### config.mk
export PLATFORM = sky130hd
export DESIGN_NAME = id_decode_stage
export DESIGN_NICKNAME = d
export VERILOG_FILES = /design/src/rtl/id_decode_stage.sv
export SDC_FILE = /design/constraint.sdc
export NUM_CORES = 1
export LEC_CHECK = 0
export ABC_AREA = 1
export CAP_MARGIN = 10
export CORE_MARGIN = 2
export CORE_UTILIZATION = 40
export CTS_CLUSTER_DIAMETER = 40
export DETAILED_ROUTE_END_ITERATION = 10
export PLACE_DENSITY = 0.84
export SETUP_SLACK_MARGIN = 0.5
export SYNTH_ARGS = -nofsm -noshare
export SYNTH_HDL_FRONTEND = slang
export SYNTH_SLANG_ARGS = --single-unit
### constraint.sdc
create_clock -name clk -period 1.8 [get_ports clk]
set_input_delay 0.36 -clock clk [delete_from_list [all_inputs] [get_ports clk]]
set_output_delay 0.36 -clock clk [all_outputs]
set_load 0.05 [all_outputs]
### src/rtl/id_decode_stage.sv
// id_decode_stage: RV32I decoder plus ID/EX register; ports: clk/rst, fetch handshake (if_valid, if_instr, if_pc, id_ready), flush, EX handshake (ex_ready, id_valid) and decoded fields/flags
module id_decode_stage #(
  parameter bit ILLEGAL_AS_NOP = 1'b0
) (
  input  logic        clk,
  input  logic        rst,
  input  logic        if_valid,
  input  logic [31:0] if_instr,
  input  logic [31:0] if_pc,
  output logic        id_ready,
  input  logic        flush,
  input  logic        ex_ready,
  output logic        id_valid,
  output logic [31:0] id_pc,
  output logic [3:0]  alu_op,
  output logic [1:0]  src_a_sel,
  output logic [1:0]  src_b_sel,
  output logic [31:0] imm,
  output logic [4:0]  rs1,
  output logic [4:0]  rs2,
  output logic [4:0]  rd,
  output logic [2:0]  funct3,
  output logic        reg_write,
  output logic        mem_read,
  output logic        mem_write,
  output logic        is_branch,
  output logic        is_jump,
  output logic        illegal
);
  localparam logic [3:0] ADD = 4'd0, SUB = 4'd1, SLL = 4'd2, SLT = 4'd3, SLTU = 4'd4, XOR = 4'd5,
                         SRL = 4'd6, SRA = 4'd7, OR = 4'd8, AND = 4'd9, PASSB = 4'd15;
  logic [31:0] i;
  logic [6:0]  opc, f7;
  logic [2:0]  f3;
  logic [31:0] imm_i, imm_s, imm_b, imm_u, imm_j;
  logic [3:0]  base, d_op;
  logic [1:0]  d_a, d_b;
  logic [31:0] d_imm;
  logic        d_rw, d_mr, d_mw, d_br, d_jp, d_ill, cap;
  assign i     = if_instr;
  assign opc   = i[6:0];
  assign f3    = i[14:12];
  assign f7    = i[31:25];
  assign imm_i = {{20{i[31]}}, i[31:20]};
  assign imm_s = {{20{i[31]}}, i[31:25], i[11:7]};
  assign imm_b = {{19{i[31]}}, i[31], i[7], i[30:25], i[11:8], 1'b0};
  assign imm_u = {i[31:12], 12'b0};
  assign imm_j = {{11{i[31]}}, i[31], i[19:12], i[20], i[30:21], 1'b0};
  assign base = f3 == 3'd0 ? ADD : f3 == 3'd1 ? SLL : f3 == 3'd2 ? SLT : f3 == 3'd3 ? SLTU :
                f3 == 3'd4 ? XOR : f3 == 3'd5 ? SRL : f3 == 3'd6 ? OR : AND;
  always_comb begin
    d_op = ADD;
    d_a = 2'd0;
    d_b = 2'd0;
    d_imm = '0;
    d_rw = 1'b0;
    d_mr = 1'b0;
    d_mw = 1'b0;
    d_br = 1'b0;
    d_jp = 1'b0;
    d_ill = 1'b0;
    case (opc)
      7'b0110011: begin
        d_ill = !(f7 == 7'd0 || (f7 == 7'h20 && (f3 == 3'd0 || f3 == 3'd5)));
        d_op = f7[5] ? (f3 == 3'd0 ? SUB : SRA) : base;
        d_rw = 1'b1;
      end
      7'b0010011: begin
        d_ill = (f3 == 3'd1 && f7 != 7'd0) || (f3 == 3'd5 && f7 != 7'd0 && f7 != 7'h20);
        d_op = (f3 == 3'd5 && f7[5]) ? SRA : base;
        d_b = 2'd1;
        // shifts carry only the shamt; the upper field is an opcode extension
        d_imm = (f3 == 3'd1 || f3 == 3'd5) ? {27'd0, i[24:20]} : imm_i;
        d_rw = 1'b1;
      end
      7'b0110111: begin
        d_op = PASSB;
        d_b = 2'd1;
        d_imm = imm_u;
        d_rw = 1'b1;
      end
      7'b0010111: begin
        d_a = 2'd1;
        d_b = 2'd1;
        d_imm = imm_u;
        d_rw = 1'b1;
      end
      7'b0000011: begin
        d_b = 2'd1;
        d_imm = imm_i;
        d_mr = 1'b1;
        d_rw = 1'b1;
      end
      7'b0100011: begin
        d_b = 2'd1;
        d_imm = imm_s;
        d_mw = 1'b1;
      end
      7'b1100011: begin
        d_ill = f3[2:1] == 2'b01;
        d_op = !f3[2] ? SUB : f3[1] ? SLTU : SLT;
        d_imm = imm_b;
        d_br = 1'b1;
      end
      7'b1101111: begin
        d_a = 2'd1;
        d_b = 2'd2;
        d_imm = imm_j;
        d_jp = 1'b1;
        d_rw = 1'b1;
      end
      7'b1100111: begin
        d_ill = f3 != 3'd0;
        d_a = 2'd1;
        d_b = 2'd2;
        d_imm = imm_i;
        d_jp = 1'b1;
        d_rw = 1'b1;
      end
      default: d_ill = 1'b1;
    endcase
  end
  assign id_ready = !id_valid || ex_ready;
  assign cap = if_valid && id_ready && !flush;
  always_ff @(posedge clk) begin
    if (rst) begin
      id_valid <= 1'b0;
      id_pc <= '0;
      alu_op <= ADD;
      src_a_sel <= '0;
      src_b_sel <= '0;
      imm <= '0;
      rs1 <= '0;
      rs2 <= '0;
      rd <= '0;
      funct3 <= '0;
      reg_write <= 1'b0;
      mem_read <= 1'b0;
      mem_write <= 1'b0;
      is_branch <= 1'b0;
      is_jump <= 1'b0;
      illegal <= 1'b0;
    end else if (flush) begin
      id_valid <= 1'b0;
    end else if (cap) begin
      id_valid <= !d_ill || ILLEGAL_AS_NOP;
      id_pc <= if_pc;
      alu_op <= d_ill ? ADD : d_op;
      src_a_sel <= d_a;
      src_b_sel <= d_b;
      imm <= d_imm;
      rs1 <= i[19:15];
      rs2 <= i[24:20];
      rd <= i[11:7];
      funct3 <= f3;
      reg_write <= d_rw && !d_ill && i[11:7] != 5'd0;
      mem_read <= d_mr && !d_ill;
      mem_write <= d_mw && !d_ill;
      is_branch <= d_br && !d_ill;
      is_jump <= d_jp && !d_ill;
      illegal <= d_ill;
    end else if (id_ready) begin
      id_valid <= 1'b0;
    end
  end
endmodule

# Word-level counts from Yosys, hierarchy flattened

Index checks and enable logic that the tools add are counted.
Widths: inputs -> output; s select.

Output and inout bits: 98
Logic and storage cells: 98
Bits of input ports: 69
Register bits after elaboration: 97

Equality and inequality tests: 18
Reduce and logical (&&, ||, !) cells: 37
Mux-type cells: 26
Bitwise gates (word level): 1

Operator list:

| kind               | count |
|---|---|
| $pmux 32 s6        | 1 |
| $mux 4             | 9 |
| $mux 32            | 1 |
| $eq 7x6->1 const B | 4 |
| $eq 7x7->1 const B | 3 |
| $pmux 4 s4         | 1 |
| $eq 7x5->1 const B | 2 |
| $logic_and 1x1->1  | 13 |
| $reduce_or 5->1    | 2 |
| $eq 3x3->1 const B | 3 |
| $mux 1             | 9 |
| $mux 3             | 3 |
| $reduce_or 2->1    | 4 |
| $eq 7x2->1 const B | 1 |
| $logic_not 7->1    | 1 |
| $ne 7x6->1 const B | 1 |
| $reduce_bool 7->1  | 1 |
| $reduce_or 7->1    | 1 |
| $eq 3x2->1 const B | 2 |
| $logic_or 1x1->1   | 5 |
| $pmux 1 s5         | 1 |
| $reduce_bool 5->1  | 1 |
| $logic_not 1->1    | 4 |
| $pmux 2 s2         | 1 |
| other kinds (8)    | 8 |

# Logic depth before layout (Yosys ltp)

Depth in word-level cells: 11
Gate-level depth with buffers: 12
Depth with buffers taken out: 11

# Least setup slack after synthesis

No wires, ideal clock.

Path kind: register to register
Start: register id_valid
End: register illegal
Library setup time: 0.117 ns
Buffers on the path: 2
Required time: 1.683 ns
Arrival time: 1.727 ns
Cell stages (with the launch flop): 10
Slack: -0.043 ns
Path through: dfxtp_1 -> inv_1 -> nor2_1 -> inv_2 -> nand3_1 -> inv_1 -> buf_2 -> buf_2 -> o211ai_1 -> inv_1

Cells in the longest elaborated chain, start to end: 5

RTL lines:

| element                           | line | RTL |
|---|---|---|
| from (decl)                       | 13   | `output logic id_valid,` |
| from (signal assigned)            | 146  | `id_valid <= !d_ill \|\| ILLEGAL_AS_NOP;` |
| $logic_not 1->1                   | 123  | `assign id_ready = !id_valid \|\| ex_ready;` |
| $logic_or 1x1->1                  | 123  |  |
| net id_ready                      | 10   | `output logic id_ready,` |
| $logic_and 1x1->1 (2 in a row)    | 124  | `assign cap = if_valid && id_ready && !flush;` |
| $reduce_and 2->1 (no source line) | --   |  |
| to (signal assigned)              | 161  | `illegal <= d_ill;` |
| to (decl)                         | 28   | `output logic illegal` |

The timed path passes the listed nets, and every way through them passes these cells.
A chain may end at the register's enable or synchronous reset.

# Final worst setup path

Start: input port if_instr[5]
End: register imm[12]

Cells in the longest elaborated chain, start to end: 3

RTL lines:

| element                                  | line | RTL |
|---|---|---|
| from (decl)                              | 8    | `input logic [31:0] if_instr,` |
| $eq 7x7->1, or another cell as far along | 62   | `case (opc)` |
| $reduce_or 2->1 (no source line)         | --   |  |
| $pmux 32 s6 *                            | 62   |  |
| to (signal assigned)                     | 151  | `imm <= d_imm;` |
| to (decl)                                | 18   | `output logic [31:0] imm,` |

Every way passes the cells marked *; elsewhere a longest branch is shown, timed or not.

==> results.py <==
metrics = {
    "cells_and_area": {
        "n_antenna_cell": 0,
        "drive_gt1_frac": 0.489,
        "design_area_um2": 8450,
        "layout.nets": 955,
        "syn2layout_area_growth_pct": 89.3,
        "nFillCells": 668,
        "fin_util": 0.779,
    },
    "grt": {
        "antenna_found_initial": 0,
        "grt_pass1_vias": 5272,
        "overflow": 0,
        "grt_max_degree": 55,
        "grt_usage": 0.283,
        "grt_pass1_wl_um": 26100,
    },
    "place": {
        "dp_slack_ps": -452,
        "port-buffer-count": 165,
        "dp_hpwl_um": 11300,
        "place.gp.congestion": 0.900,
        "postPlaceCellArea_um2": 6710,
    },
    "clock_tree": {
        "h-tree-depth": 3,
        "cts_buffer_depth": 2,
        "clock_latency_ps": 370,
        "cts_made_buffers": 9,
        "cts_tree": "yes",
        "root_buffer": "clkbuf_8",
        "cts.clk_slew.worst_paths_ps": 100,
        "cts_hold_buf": 0,
        "cts_sinks": 96,
    },
    "sta": {
        "setup_viol": 0,
        "slew_violations": 0,
        "fin_crit_sh": 0.854,
        "worst_slew_pin_slew_ps": 558,
        "slew_headroom": 0.628,
        "rsz0062_at_grt": "true",
        "setup_slack_ps": 263,
        "finalSetupTns_ps": 0,
        "max_freq_mhz": 651,
        "min_period_ps": 1540,
        "skew_ps": 9.36,
        "hold_viol_final": 0,
        "holdWs_ps": 474,
    },
    "floorplan": {
        "fp.dieH_um": 110,
        "die_width_um": 110,
        "fp-row-count": 38,
        "start_util": 0.412,
        "ios": 167,
        "die-area_um2": 12000,
        "core_area_um2": 10800,
    },
    "synthesis": {
        "syn-cell-area_um2": 4460,
        "yosys.area.top_type": "dfxtp_1",
        "ys_ff_latch": 96,
        "synth_area_leaders": "dfxtp_1 43%, nand2_1 11%, nor2_1 8.7%, a21oi_1 7.6%, o21ai_0 6.3%",
        "synth-seq-area-share": 0.431,
        "ys_types": 29,
        "syn-instance-count": 641,
        "synth_warnings": 0,
        "syn_avg_cell_area_um2": 6.96,
        "synth_top_area_share": 0.431,
        "synthesis.nets": 710,
    },
    "drt": {
        "num_vias": 5851,
        "drc": 0,
        "final_antenna_net_count": 0,
        "wire_per_inst_um": 19.8,
        "wl_um": 20400,
        "first_pass_iters": 9,
        "vias_per_cell": 5.68,
        "drt_iter0_drc": 827,
    },
    "critical_path": {
        "reg2reg_depth": 10,
        "crit_cells": 7,
        "r2r_setup_slack_ps": 280,
        "end_kind": "register",
        "endpoint": "imm[12]",
        "critPathTopFamily": "simple AND/OR/NAND/NOR gates",
        "path_max_fanout": 9,
        "rr_startpoint": "id_valid",
        "worstPathCellList": "buf_2 > buf_4 > nor3_4 > nand3_2 > nand4_1 > nand2_4 > a21oi_2",
        "critPathRequiredTime_ps": 2100,
        "critPathBufInv": 2,
        "cp.arrival_ps": 1840,
        "crit_type": "in -> reg",
        "worst_path_max_delay_cell": "nor3_4",
        "critPathLaunchType": "input pin",
        "r2r-end": "id_pc[26]",
        "crit_path_start": "if_instr[5]",
        "cpPeakStageDelay_ps": 390,
    },
    "run": {
        "drv_cap": 0,
    },
    "status": {
        "status": "complete, no violations",
    },
    "pwr": {
        "leakage_nw": 3.82,
        "vdd_ir_drop_max_mv": 0.392,
        "power.density_nw_per_um2": 607,
    },
    "worst_hold_path": {
        "hold_path_class": "reg -> reg",
        "hp-start": "alu_op[1]",
    },
}
cells in the mapped netlist (all sizes together):
cell    number
o211ai      12
o21ai       59
nand3       37
conb         1
o22ai        1
nor3         3
nand2      146
dfxtp       96
nor2       108
clkbuf      20
inv         46
a21oi       68
nand3b       2
buf         19
nand4       23
registers in the layout (all words and copies together), names as in the netlist:
register and cells:
src_a_sel 1, imm 32, is_branch 1, id_valid 1
is_jump 1, alu_op 4, mem_write 1, rs2 5
rd 5, src_b_sel 2, mem_read 1, funct3 3
illegal 1, id_pc 32, rs1 5, reg_write 1
per-stage QoR:
stage / cells / power, mW
5_1_grt: 1031 / 5.27
6_report: 1031 / 5.13
3_3_place_gp: 974 / 3.37
4_1_cts: 1018 / 4.87
3_5_place_dp: 974 / 3.39
2_1_floorplan: 641 / 2.91
timing repair:
| item | 4_1_cts | 5_1_grt |
|---|---|---|
| setup endpoints to repair | 106 | 166 |
| endpoints found under the hold margin | 0 | 0 |
| cloned | 8 | 9 |
| setup buffers | 20 | 4 |
| pin swaps | 37 | 29 |
| gates resized for setup | 183 | 219 |
power by group:
group | internal [mW] | switching [mW]
clock | 0.617 | 0.785
combinational | 0.619 | 0.838
sequential | 2.21 | 0.0608
worst min path at each step:
stage,end,slack (ps),depth (start not counted)
2_1_floorplan,rd[3],510,2
3_3_place_gp,imm[11],450,2
3_5_place_dp,imm[1],460,2
4_1_cts,imm[1],470,2
5_1_grt,alu_op[1],490,2
6_report,alu_op[1],470,2
cells in the final DEF (no fill, tap or decap), types with 3 or more instances in the layout:
cell | Yosys | final
inv_1 | 44 | 33
clkbuf_8 | 0 | 12
clkdlybuf4s15_1 | 0 | 4
nor2_1 | 103 | 92
dfxtp_2 | 0 | 33
buf_2 | 14 | 7
buf_8 | 0 | 6
o21ai_4 | 0 | 8
buf_16 | 0 | 8
inv_2 | 2 | 5
o21ai_1 | 2 | 13
nand2_2 | 7 | 27
o21ai_2 | 1 | 36
buf_4 | 3 | 88
clkdlybuf4s50_1 | 0 | 50
inv_6 | 0 | 3
clkbuf_16 | 0 | 7
inv_4 | 0 | 4
nor2_4 | 1 | 10
a21oi_2 | 0 | 22
dfxtp_1 | 96 | 60
o211ai_2 | 9 | 9
buf_12 | 0 | 17
nand2_4 | 3 | 25
a21oi_1 | 68 | 45
nand2_1 | 136 | 93
o211ai_1 | 3 | 3
nand3_2 | 1 | 4
nand4_1 | 23 | 23
nand3_1 | 36 | 29
buf_6 | 1 | 83
nor2_2 | 3 | 5
nand3_4 | 0 | 4
dfxtp_4 | 0 | 3
per-layer routing:
| metal | routed length (µm) | GRT usage | up-vias |
|---|---|---|---|
| met5 | 0 | 0 | - |
| met4 | 1320 | 0.157 | 0 |
| met1 | 7200 | 0.318 | 2690 |
| met3 | 2330 | 0.0771 | 137 |
| li1 | - | - | 2605 |
| met2 | 9560 | 0.483 | 419 |
worst min-delay path: cells and delay by family, from the launching register on:
family	cells	cell delay (ps)
compound gates	1	50
flops	1	320
simple gates	1	60
layout make-up:
class | count | area [µm²] | area share
Multi-Input combinational cell | 460 | 2870 | 0.340
Sequential cell | 96 | 1970 | 0.234
Clock inverter | 4 | 26.3 | 0.00311
Timing Repair Buffer | 273 | 3030 | 0.358
Tap cell | 140 | 175 | 0.0207
Inverter | 46 | 213 | 0.0252
Clock buffer | 12 | 165 | 0.0195
cell families after synthesis:
logic type	count (synthesis)	share of synthesized area
and+or+nand+nor	319	0.314
DFF	96	0.431
buffers and inverters	85	0.0796
other	1	0.000840
AOI/OAI and AO/OA	140	0.175
Note: power is estimated with default switching activity, not from simulation.
